[config.mk]
export PLATFORM = sky130hd
export DESIGN_NAME = inst_queue
export DESIGN_NICKNAME = d
export VERILOG_FILES = /design/src/rtl/iq_pkg.sv /design/src/rtl/iq_regfile.sv /design/src/rtl/inst_queue.sv
export SDC_FILE = /design/constraint.sdc
export NUM_CORES = 1
export LEC_CHECK = 0
export CORE_ASPECT_RATIO = 1.75
export CORE_MARGIN = 2
export CORE_UTILIZATION = 60
export CTS_CLUSTER_SIZE = 12
export DETAILED_ROUTE_END_ITERATION = 10
export HOLD_SLACK_MARGIN = 0.06
export PLACE_DENSITY = 0.89
export SYNTH_ARGS = -nofsm -noshare
export SYNTH_HDL_FRONTEND = slang
export SYNTH_SLANG_ARGS = --single-unit
[constraint.sdc]
create_clock -name clk -period 10.1 [get_ports clk]
set_input_delay 1.01 -clock clk [delete_from_list [all_inputs] [get_ports clk]]
set_output_delay 1.01 -clock clk [all_outputs]
set_load 0.02 [all_outputs]
[src/rtl/iq_pkg.sv]
// ============================================================================
// iq_pkg : shared constants and entry type for the instruction queue
// Rev 1.0
// ============================================================================
`default_nettype none

package iq_pkg;

  localparam int INST_W    = 32;
  localparam int PC_W      = 4;
  localparam int PC_STEP   = 8;
  localparam int SLOT_STEP = 4;

  typedef struct packed {
    logic [INST_W-1:0] inst;
    logic [PC_W-1:0]   pc;
  } iq_entry_t;

endpackage

`default_nettype wire

[src/rtl/iq_regfile.sv]
// ============================================================================
// iq_regfile : DEPTH-entry queue storage, two write and two combinational read ports
// Rev 1.0
// ============================================================================
`default_nettype none

module iq_regfile
  import iq_pkg::*;
#(
  parameter int DEPTH = 8
) (
  input  logic                     clk,
  input  logic                     we,
  input  logic [$clog2(DEPTH)-1:0] waddr0,
  input  logic [$clog2(DEPTH)-1:0] waddr1,
  input  iq_entry_t                wdata0,
  input  iq_entry_t                wdata1,
  input  logic [$clog2(DEPTH)-1:0] raddr0,
  input  logic [$clog2(DEPTH)-1:0] raddr1,
  output iq_entry_t                rdata0,
  output iq_entry_t                rdata1
);

  iq_entry_t mem [DEPTH];

  // Both slots of a fetch pair land together; the addresses never collide.
  always_ff @(posedge clk) begin
    if (we) begin
      mem[waddr0] <= wdata0;
      mem[waddr1] <= wdata1;
    end
  end

  assign rdata0 = mem[raddr0];
  assign rdata1 = mem[raddr1];

endmodule

`default_nettype wire

[src/rtl/inst_queue.sv]
// ============================================================================
// inst_queue : fetch-pair instruction queue feeding decode, with PC-stall and flush
// Rev 1.0
// ============================================================================
`default_nettype none

module inst_queue #(
  parameter int DEPTH       = 8,
  parameter int INST_W      = 32,
  parameter int ADDR_W      = 4,
  parameter int FULL_MARGIN = 4
) (
  input  logic                   clk,
  input  logic                   rst,
  input  logic                   flush,
  input  logic                   enq_valid,
  input  logic [INST_W-1:0]      enq_inst0,
  input  logic [INST_W-1:0]      enq_inst1,
  input  logic [ADDR_W-1:0]      enq_pc,
  input  logic [1:0]             deq_take,
  output logic                   deq_valid0,
  output logic                   deq_valid1,
  output logic [INST_W-1:0]      deq_inst0,
  output logic [INST_W-1:0]      deq_inst1,
  output logic [ADDR_W-1:0]      deq_pc0,
  output logic [ADDR_W-1:0]      deq_pc1,
  output logic                   iq_full,
  output logic                   iq_empty,
  output logic [$clog2(DEPTH):0] count,
  output logic                   err_overflow
);

  localparam int PTR_W = $clog2(DEPTH);
  localparam int CNT_W = PTR_W + 1;

  logic [PTR_W-1:0] head_q, head_d;
  logic [PTR_W-1:0] tail_q, tail_d;
  logic [CNT_W-1:0] count_q, count_d;
  logic             err_q, err_d;

  logic             accept;
  logic [1:0]       take_req;
  logic [1:0]       take_eff;
  iq_pkg::iq_entry_t wr0, wr1, rd0, rd1;

  // Storage entry widths follow iq_pkg; INST_W/ADDR_W must match it.
  assign wr0 = '{inst: enq_inst0, pc: enq_pc};
  assign wr1 = '{inst: enq_inst1, pc: enq_pc + ADDR_W'(iq_pkg::SLOT_STEP)};

  iq_regfile #(
    .DEPTH (DEPTH)
  ) u_regfile (
    .clk    (clk),
    .we     (accept),
    .waddr0 (tail_q),
    .waddr1 (tail_q + PTR_W'(1)),
    .wdata0 (wr0),
    .wdata1 (wr1),
    .raddr0 (head_q),
    .raddr1 (head_q + PTR_W'(1)),
    .rdata0 (rd0),
    .rdata1 (rd1)
  );

  always_comb begin
    head_d  = head_q;
    tail_d  = tail_q;
    count_d = count_q;
    err_d   = err_q;

    // Room is judged on start-of-cycle occupancy; same-cycle dequeue frees nothing.
    accept   = enq_valid && !flush && ((CNT_W'(DEPTH) - count_q) >= CNT_W'(2));
    take_req = (deq_take == 2'd3) ? 2'd2 : deq_take;
    take_eff = (CNT_W'(take_req) > count_q) ? count_q[1:0] : take_req;

    if (flush) begin
      head_d  = '0;
      tail_d  = '0;
      count_d = '0;
    end else begin
      if (accept) begin
        tail_d = tail_q + PTR_W'(2);
      end
      if (enq_valid && !accept) begin
        err_d = 1'b1;
      end
      head_d  = head_q + PTR_W'(take_eff);
      count_d = count_q + (accept ? CNT_W'(2) : CNT_W'(0)) - CNT_W'(take_eff);
    end
  end

  always_ff @(posedge clk or posedge rst) begin
    if (rst) begin
      head_q  <= '0;
      tail_q  <= '0;
      count_q <= '0;
      err_q   <= 1'b0;
    end else begin
      head_q  <= head_d;
      tail_q  <= tail_d;
      count_q <= count_d;
      err_q   <= err_d;
    end
  end

  assign deq_valid0   = (count_q >= CNT_W'(1));
  assign deq_valid1   = (count_q >= CNT_W'(2));
  assign deq_inst0    = deq_valid0 ? rd0.inst : '0;
  assign deq_pc0      = deq_valid0 ? rd0.pc   : '0;
  assign deq_inst1    = deq_valid1 ? rd1.inst : '0;
  assign deq_pc1      = deq_valid1 ? rd1.pc   : '0;
  assign iq_full      = (count_q > CNT_W'(DEPTH - FULL_MARGIN));
  assign iq_empty     = (count_q == '0);
  assign count        = count_q;
  assign err_overflow = err_q;

endmodule

`default_nettype wire

==> summary.md, run 1 <==
| Metric | Value |
|---|---|
| Status | `complete, no violations` |
| Clock-pin slew on the worst setup and hold paths | `0.06 ns` |
| Slew Limit Fails | `0` |
| Final number of hold-violating endpoints | `0` |
| Synth Cell Area | `15900 sq um` |
| Post-Layout Cell Count | `1364` |
| EDFF count, synth | `282` |
| Max FO, Critical Path | `43` |
| Routed len/inst | `25.0 um` |
| Synth Warn # | `0` |
| Area share of the leading cell type in the synthesized netlist | `53.3%` |
| Final Skew | `0.0202 ns` |
| Utilization of the core after routing | `69.9%` |
| Async SR Flop Fraction | `3.42%` |
| Max stage delay on crit path | `0.85 ns` |
| CP Class | `flip-flop to output port` |
| Number of I/O pins | `155` |
| Final GP Congestion | `0.759` |
| Lkg Pwr | `5.90 nW` |
| Max VDD drop | `0.176 mV` |
| Min cycle time layout | `5.31 ns` |
| Root buf cell | `clkbuf_16` |
| Total grt overflow | `0` |
| Clock latency on the worst-skew pair | `0.55 ns` |
| Reg2reg path depth | `7` |
| Initial Utilization | `61.2%` |
| CP Cell Sequence | `ha_4, buf_4, mux4_2, nand2_1, a21oi_1, clkdlybuf4s50_1` |
| Post-CTS Resized | `0` |
| Worst reg2reg startpoint | `count[0]$_DFF_PP0_` |
| Synthesis-stage register bit count | `292` |
| Primary FF master, synth | `edfxtp_1` |
| IO buf count | `154` |
| Total power per unit cell area | `290 nW/um^2` |
| Core area | `26000 sq um` |
| 1st-pass router iterations | `5` |
| Routed vias | `8895` |
| Die Ht | `219 um` |
| First-pass GRT wire length | `52200 um` |
| Maxcap violations | `0` |
| Detailed-placement wirelength estimate | `21200 um` |
| Total GRT Usage | `24.7%` |
| TritonCTS Buffers | `28` |
| Slowest cell on crit path | `ha_4` |
| Post-Syn Area per Cell | `16.5 sq um` |
| Busiest layer in global routing | `met2` |
| Clock net sink count | `292` |
| CP Capture Type | `output port` |
| Mapped Nets | `1056` |
| Reg2reg end | `u_regfile.mem[3][5]$_DFFE_PP_` |
| CP bufs+invs | `2` |
| WHS Endpoint | `err_overflow$_DFFE_PP0P_` |
| CP required | `9.09 ns` |
| DRT iter0 DRCs | `707` |
| Synth unique cells | `38` |
| Synth cell count leaders | `282 x edfxtp_1, 140 x mux4_2, 93 x clkbuf_1, 75 x mux2_2, 74 x nand2_1` |
| CTS max path bufs | `3` |
| M1 GR Usage | `29.9%` |
| CTS tree | `built` |
| Post-synth top area cell | `edfxtp_1` |
| Number of H-tree levels | `1` |
| Die W | `127 um` |
| Largest net degree at the start of global routing | `72` |
| F_max | `0.188 GHz` |
| Overall power | `5.27 mW` |
| CP startpoint kind | `flip-flop` |
| Cell row count | `78` |
| Final #Nets | `1123` |
| Vias in the first global route | `9321` |
| Hold Path Stages | `1` |
| # placed instances | `1320` |
| WL final | `34100 um` |
| GR Util met2 | `45.1%` |
| Area grow syn2layout | `14.2%` |
| Hold Crit Start | `err_overflow$_DFFE_PP0P_` |
| Min-Delay Path Class | `flip-flop to flip-flop` |
| Count leader, synth | `edfxtp_1` |
| Register area share after synthesis | `54.8%` |
| Remaining antenna violation count | `0` |
| CTS Hold Bufs | `0` |
| Tcrit/Tclk final | `52.6%` |
| R2R Setup Slk | `6.42 ns` |
| Worst Path Arrival | `4.30 ns` |
| Max-slew headroom | `26.1%` |
| RSZ-0062 raised after global routing | `no` |
| DRC | `0` |
| Least-Margin Pin Slew | `1.11 ns` |
| Initial antenna violation count | `1` |
| Fin Setup TNS | `0 ns` |
| Final setup fails | `0` |
| Via-to-Cell Ratio | `6.52` |
| Synth Instances | `963` |
| Share of cells above drive strength 1 | `31.9%` |
| Full die area | `27900 sq um` |
| Grt met3 use | `2.71%` |
| WHS | `0.466 ns` |
| Setup bufs post-CTS | `0` |
| Top post-synthesis cells by area | `edfxtp_1 53%, mux4_2 20%, mux2_2 5.3%` |
| Worst path top cell family by delay | `buffers and inverters` |
stage by stage:
stage               instance area, sq um  setup slack, ns
global placement                   17400             5.32
global route                       18100             4.50
detailed placement                 17400             5.27
CTS                                18100             4.65
floorplan                          15900             6.36
finish                             18200             4.79
power breakdown:
part | internal (mW) | switching, mW
combinational | 1.33 | 1.41
sequential | 1.47 | 0.113
clock | 0.521 | 0.420
placed cells by master, fill, tap and decap left out, types with 3 or more instances in the layout:
| cell | count |
|---|---|
| nor2_1 | 40 |
| nor2b_1 | 9 |
| mux4_2 | 140 |
| inv_1 | 13 |
| mux2i_1 | 35 |
| buf_4 | 17 |
| ha_1 | 15 |
| a21oi_1 | 35 |
| clkbuf_16 | 29 |
| nor3b_1 | 5 |
| fa_1 | 3 |
| mux2_2 | 75 |
| o21ai_0 | 4 |
| xor2_1 | 8 |
| nand2_1 | 74 |
| dfrtp_1 | 7 |
| mux2_4 | 56 |
| clkdlybuf4s50_1 | 154 |
| clkbuf_1 | 13 |
| edfxtp_1 | 282 |
cell type report:
| cell class | count | area, sq um |
|---|---|---|
| Antenna cell | 1 | 2.50 |
| Clock buffer | 42 | 774 |
| Clock inverter | 1 | 5.00 |
| Fill cell | 1655 | 7810 |
| Inverter | 13 | 48.8 |
| Multi-Input combinational cell | 524 | 6530 |
| Sequential cell | 292 | 8730 |
| Tap cell | 320 | 400 |
| Timing Repair Buffer | 171 | 1670 |
registers in the layout, indices dropped and copies added (netlist names):
register       flops
count              4
err_overflow       1
head_q             3
tail_q             2
u_regfile.mem    282
cell families (layout without fill, tap and decap cells):
family,after synthesis,after routing,share of synthesized area [%]
muxes,308,308,32.8
DFF,292,292,54.8
buffers and inverters,147,227,4.47
and+or+nand+nor,141,141,4.09
AOI/OAI and AO/OA,44,44,1.50
adders and majority gates,19,19,1.64
xor gates and xnor gates,12,12,0.661
other,0,1,0
routing by layer:
| layer | routed length [um] | share of wire (%) |
|---|---|---|
| met4 | 1210 | 3.6 |
| met1 | 12300 | 36 |
| met5 | 11 | 0.032 |
| met3 | 1720 | 5.0 |
| met2 | 18900 | 55 |
worst max-delay path by stage:
| stage | from | to | cells after the start |
|---|---|---|---|
| 3_3_place_gp | head_q[0]$_DFF_PP0_ | deq_inst1[11] | 6 |
| 6_report | head_q[0]$_DFF_PP0_ | deq_inst1[11] | 6 |
| 2_1_floorplan | count[1]$_DFF_PP0_ | u_regfile.mem[6][0]$_DFFE_PP_ | 7 |
| 4_1_cts | head_q[0]$_DFF_PP0_ | deq_inst1[11] | 6 |
| 5_1_grt | head_q[0]$_DFF_PP0_ | deq_inst1[14] | 6 |
| 3_5_place_dp | head_q[0]$_DFF_PP0_ | deq_inst1[11] | 6 |
No activity file was read; power rests on OpenSTA's default activity.
==> run 2, diff against run 1 <==
Settings changed: CORE_UTILIZATION 60 to 52, PLACE_DENSITY 0.89 to 0.83.
Clock period 10.1 ns to 4.6 ns, I/O delays scaled along.
==> run 2 against run 1 <==
  * Cell count grew 5.1%
  * Die area grew 15%
  * Worst setup slack lost 4.1 ns
  * Hold slack lost 0.25 ns
  * Sequential share of layout area shrank 0.67 points
  * Clock power grew 120%
  * Critical path depth shrank 1
  * Flip-flop and latch count is the same
==> summary.md, run 2 (synthesis results as in run 1) <==
| Metric | Value |
|---|---|
| Total grt overflow | `0 (unchanged)` |
| Initial Utilization | `52.9% (-8.3 points)` |
| Tcrit/Tclk final | `84.9%` |
| Post-CTS Resized | `0 (unchanged)` |
| Clock latency on the worst-skew pair | `0.55 ns (about the same)` |
| Design area | `18400 sq um (+1.4%)` |
| Largest net degree at the start of global routing | `142 (+97%)` |
| Fin Setup TNS | `0 ns (unchanged)` |
| Max-slew headroom | `25.3% (-0.83 points)` |
| Fill cell count | `2161 (+31%)` |
| Most common cell after layout, fill and taps aside | `edfxtp_1` |
| CP required | `4.14 ns (-4.95 ns)` |
| Setup bufs post-CTS | `0 (unchanged)` |
| Clock net sink count | `292 (unchanged)` |
| Most flops, register | `u_regfile.mem` |
| Total power per unit cell area | `634 nW/um^2 (+120%)` |
| Final number of hold-violating endpoints | `0 (unchanged)` |
| Overall power | `11.7 mW (+120%)` |
| Utilization of the core after routing | `61.3% (-8.7 points)` |
| Flop pwr share | `28.8% (-1.2 points)` |
| Status | `complete, no violations` |
| Lkg Pwr | `5.97 nW (+1.1%)` |
| Placement Cell Area | `17600 sq um (+1.4%)` |
| Clk network pwr share | `17.6% (-0.3 points)` |
| Detailed-placement wirelength estimate | `21400 um (+1.2%)` |
| Cell row count | `84 (+7.7%)` |
| CTS Hold Bufs | `0 (unchanged)` |
| Final #Nets | `1128 (+0.45%)` |
| CP Class | `flip-flop to output port` |
| CTS tree | `built` |
| Full die area | `32000 sq um (+15%)` |
| Initial antenna violation count | `2 (+1)` |
| CP Capture Type | `output port` |
| Die W | `136 um (+7.2%)` |
| R2R Setup Slk | `1.37 ns (-5.05 ns)` |
| Min cycle time layout | `3.91 ns` |
| IO buf count | `154 (unchanged)` |
| Max reg flops | `282 (unchanged)` |
| Worst slack at placement | `1.21 ns (-4.06 ns)` |
| RSZ-0062 raised after global routing | `no` |
| Via-to-Cell Ratio | `6.14 (-5.8%)` |
| Slack of the critical path | `0.693 ns (-4.09 ns)` |
| WL final | `33800 um (-0.84%)` |
| Core area | `30100 sq um (+16%)` |
| Final setup fails | `0 (unchanged)` |
| CTS max path bufs | `3 (unchanged)` |
| First-pass GRT wire length | `52200 um (about the same)` |
| Routed len/inst | `23.6 um (-5.7%)` |
| Max FO, Critical Path | `141 (+230%)` |
| Final Skew | `0.0185 ns (-0.00168 ns)` |
| Maxcap violations | `0 (unchanged)` |
| Reg2reg path depth | `12 (+5)` |
| 1st-pass router iterations | `7 (+2)` |
| Number of I/O pins | `155 (unchanged)` |
| Logic pwr share | `53.6% (+1.5 points)` |
| F_max | `0.256 GHz` |
| DRT iter0 DRCs | `502 (-29%)` |
| Post-Layout Cell Count | `1434 (+5.1%)` |
| Die Ht | `235 um (+7.3%)` |
| TritonCTS Buffers | `28 (unchanged)` |
| Net Sw Power | `4.25 mW (+120%)` |
| # placed instances | `1392 (+5.5%)` |
| Max VDD drop | `0.497 mV (+180%)` |
| Clock-pin slew on the worst setup and hold paths | `0.06 ns (about the same)` |
| Net Sw Frac | `36.4% (-0.57 points)` |
| Most frequent cells in the layout | `282 x edfxtp_1, 154 x clkdlybuf4s50_1, 140 x mux4_2, 75 x mux2_2, 74 x nand2_1` |
| Total GRT Usage | `21.4% (-3.3 points)` |
| Worst Path Arrival | `3.45 ns (-0.85 ns)` |
| Min-Delay Path Class | `input port to async pin` |
| P_int | `7.42 mW (+120%)` |
| Slew Limit Fails | `0 (unchanged)` |
| Share of cells above drive strength 1 | `32.5% (+0.61 points)` |
| WHS | `0.212 ns (-0.254 ns)` |
| Worst reg2reg startpoint | `count[1]$_DFF_PP0_` |
| Vias in the first global route | `9425 (+1.1%)` |
| CP startpoint kind | `flip-flop` |
| Number of H-tree levels | `1 (unchanged)` |
| Area grow syn2layout | `15.8%` |
| DRC | `0 (unchanged)` |
| Reg2reg end | `count[3]$_DFF_PP0_` |
| Routed vias | `8809 (-0.97%)` |
| Root buf cell | `clkbuf_16` |
| Remaining antenna violation count | `0 (unchanged)` |
| Final GP Congestion | `0.787 (+3.7%)` |
| Least-Margin Pin Slew | `1.12 ns (+0.0125 ns)` |
==> run 2: cell types whose count changed in the layout (fill, tap and decap cells not counted) <==
cell      change
dfrtp_2       -1
buf_4         -5
clkbuf_1      -5
clkbuf_8      +2
diode_2       +1
buf_12       +10
dfrtp_4       +1
==> run 2: area by class of cell <==
| class | instances | area [sq um] | share of cell area, % |
|---|---|---|---|
| inverters | 13 | 48.8 | 0.265 |
| repair buffers | 176 | 1830 | 9.95 |
| multi-input cells | 524 | 6530 | 35.4 |
| clock buffers | 39 | 783 | 4.25 |
| flip-flops and latches | 292 | 8730 | 47.4 |
| diodes | 2 | 5.00 | 0.0272 |
| clock inverters | 1 | 5.00 | 0.0272 |
| well taps | 387 | 484 | 2.63 |
==> run 2: worst max-delay path, cell delays in order, from the launching register on <==
cell and delay, ns:
dfrtp_4 0.44, buf_12 0.51, mux2_2 0.42, mux4_2 0.46
nor2b_1 0.14, clkdlybuf4s50_1 0.58
==> run 2: power by group through the flow <==
stage | clock network, mW | registers, mW | logic, mW
2_1_floorplan | 0 | 3.37 | 4.04
3_3_place_gp | 0 | 3.38 | 6.27
3_5_place_dp | 0 | 3.41 | 6.32
4_1_cts | 2.09 | 3.35 | 6.36
5_1_grt | 2.19 | 3.38 | 6.66
6_report | 2.06 | 3.36 | 6.25
==> run 2: worst max path at each step <==
stage | start | slack [ns] | endpoint | depth (start not counted)
3_5_place_dp | deq_take[1] | 1.21 | count[3]$_DFF_PP0_ | 15
3_3_place_gp | head_q[0]$_DFF_PP0_ | 1.25 | deq_inst1[10] | 6
4_1_cts | head_q[0]$_DFF_PP0_ | 0.64 | deq_inst1[10] | 6
6_report | head_q[0]$_DFF_PP0_ | 0.69 | deq_pc0[1] | 5
5_1_grt | count[1]$_DFF_PP0_ | 0.62 | deq_inst0[16] | 7
2_1_floorplan | count[1]$_DFF_PP0_ | 0.86 | u_regfile.mem[6][0]$_DFFE_PP_ | 7
==> run 2: routing by layer <==
layer | routed length [um] | track usage (%) | vias to the layer above
li1 | - | - | 3855
met1 | 11800 | 24.7 | 4607
met2 | 19100 | 39.8 | 276
met3 | 1660 | 2.39 | 71
met4 | 1210 | 8.27 | 0
met5 | 0 | 0 | -
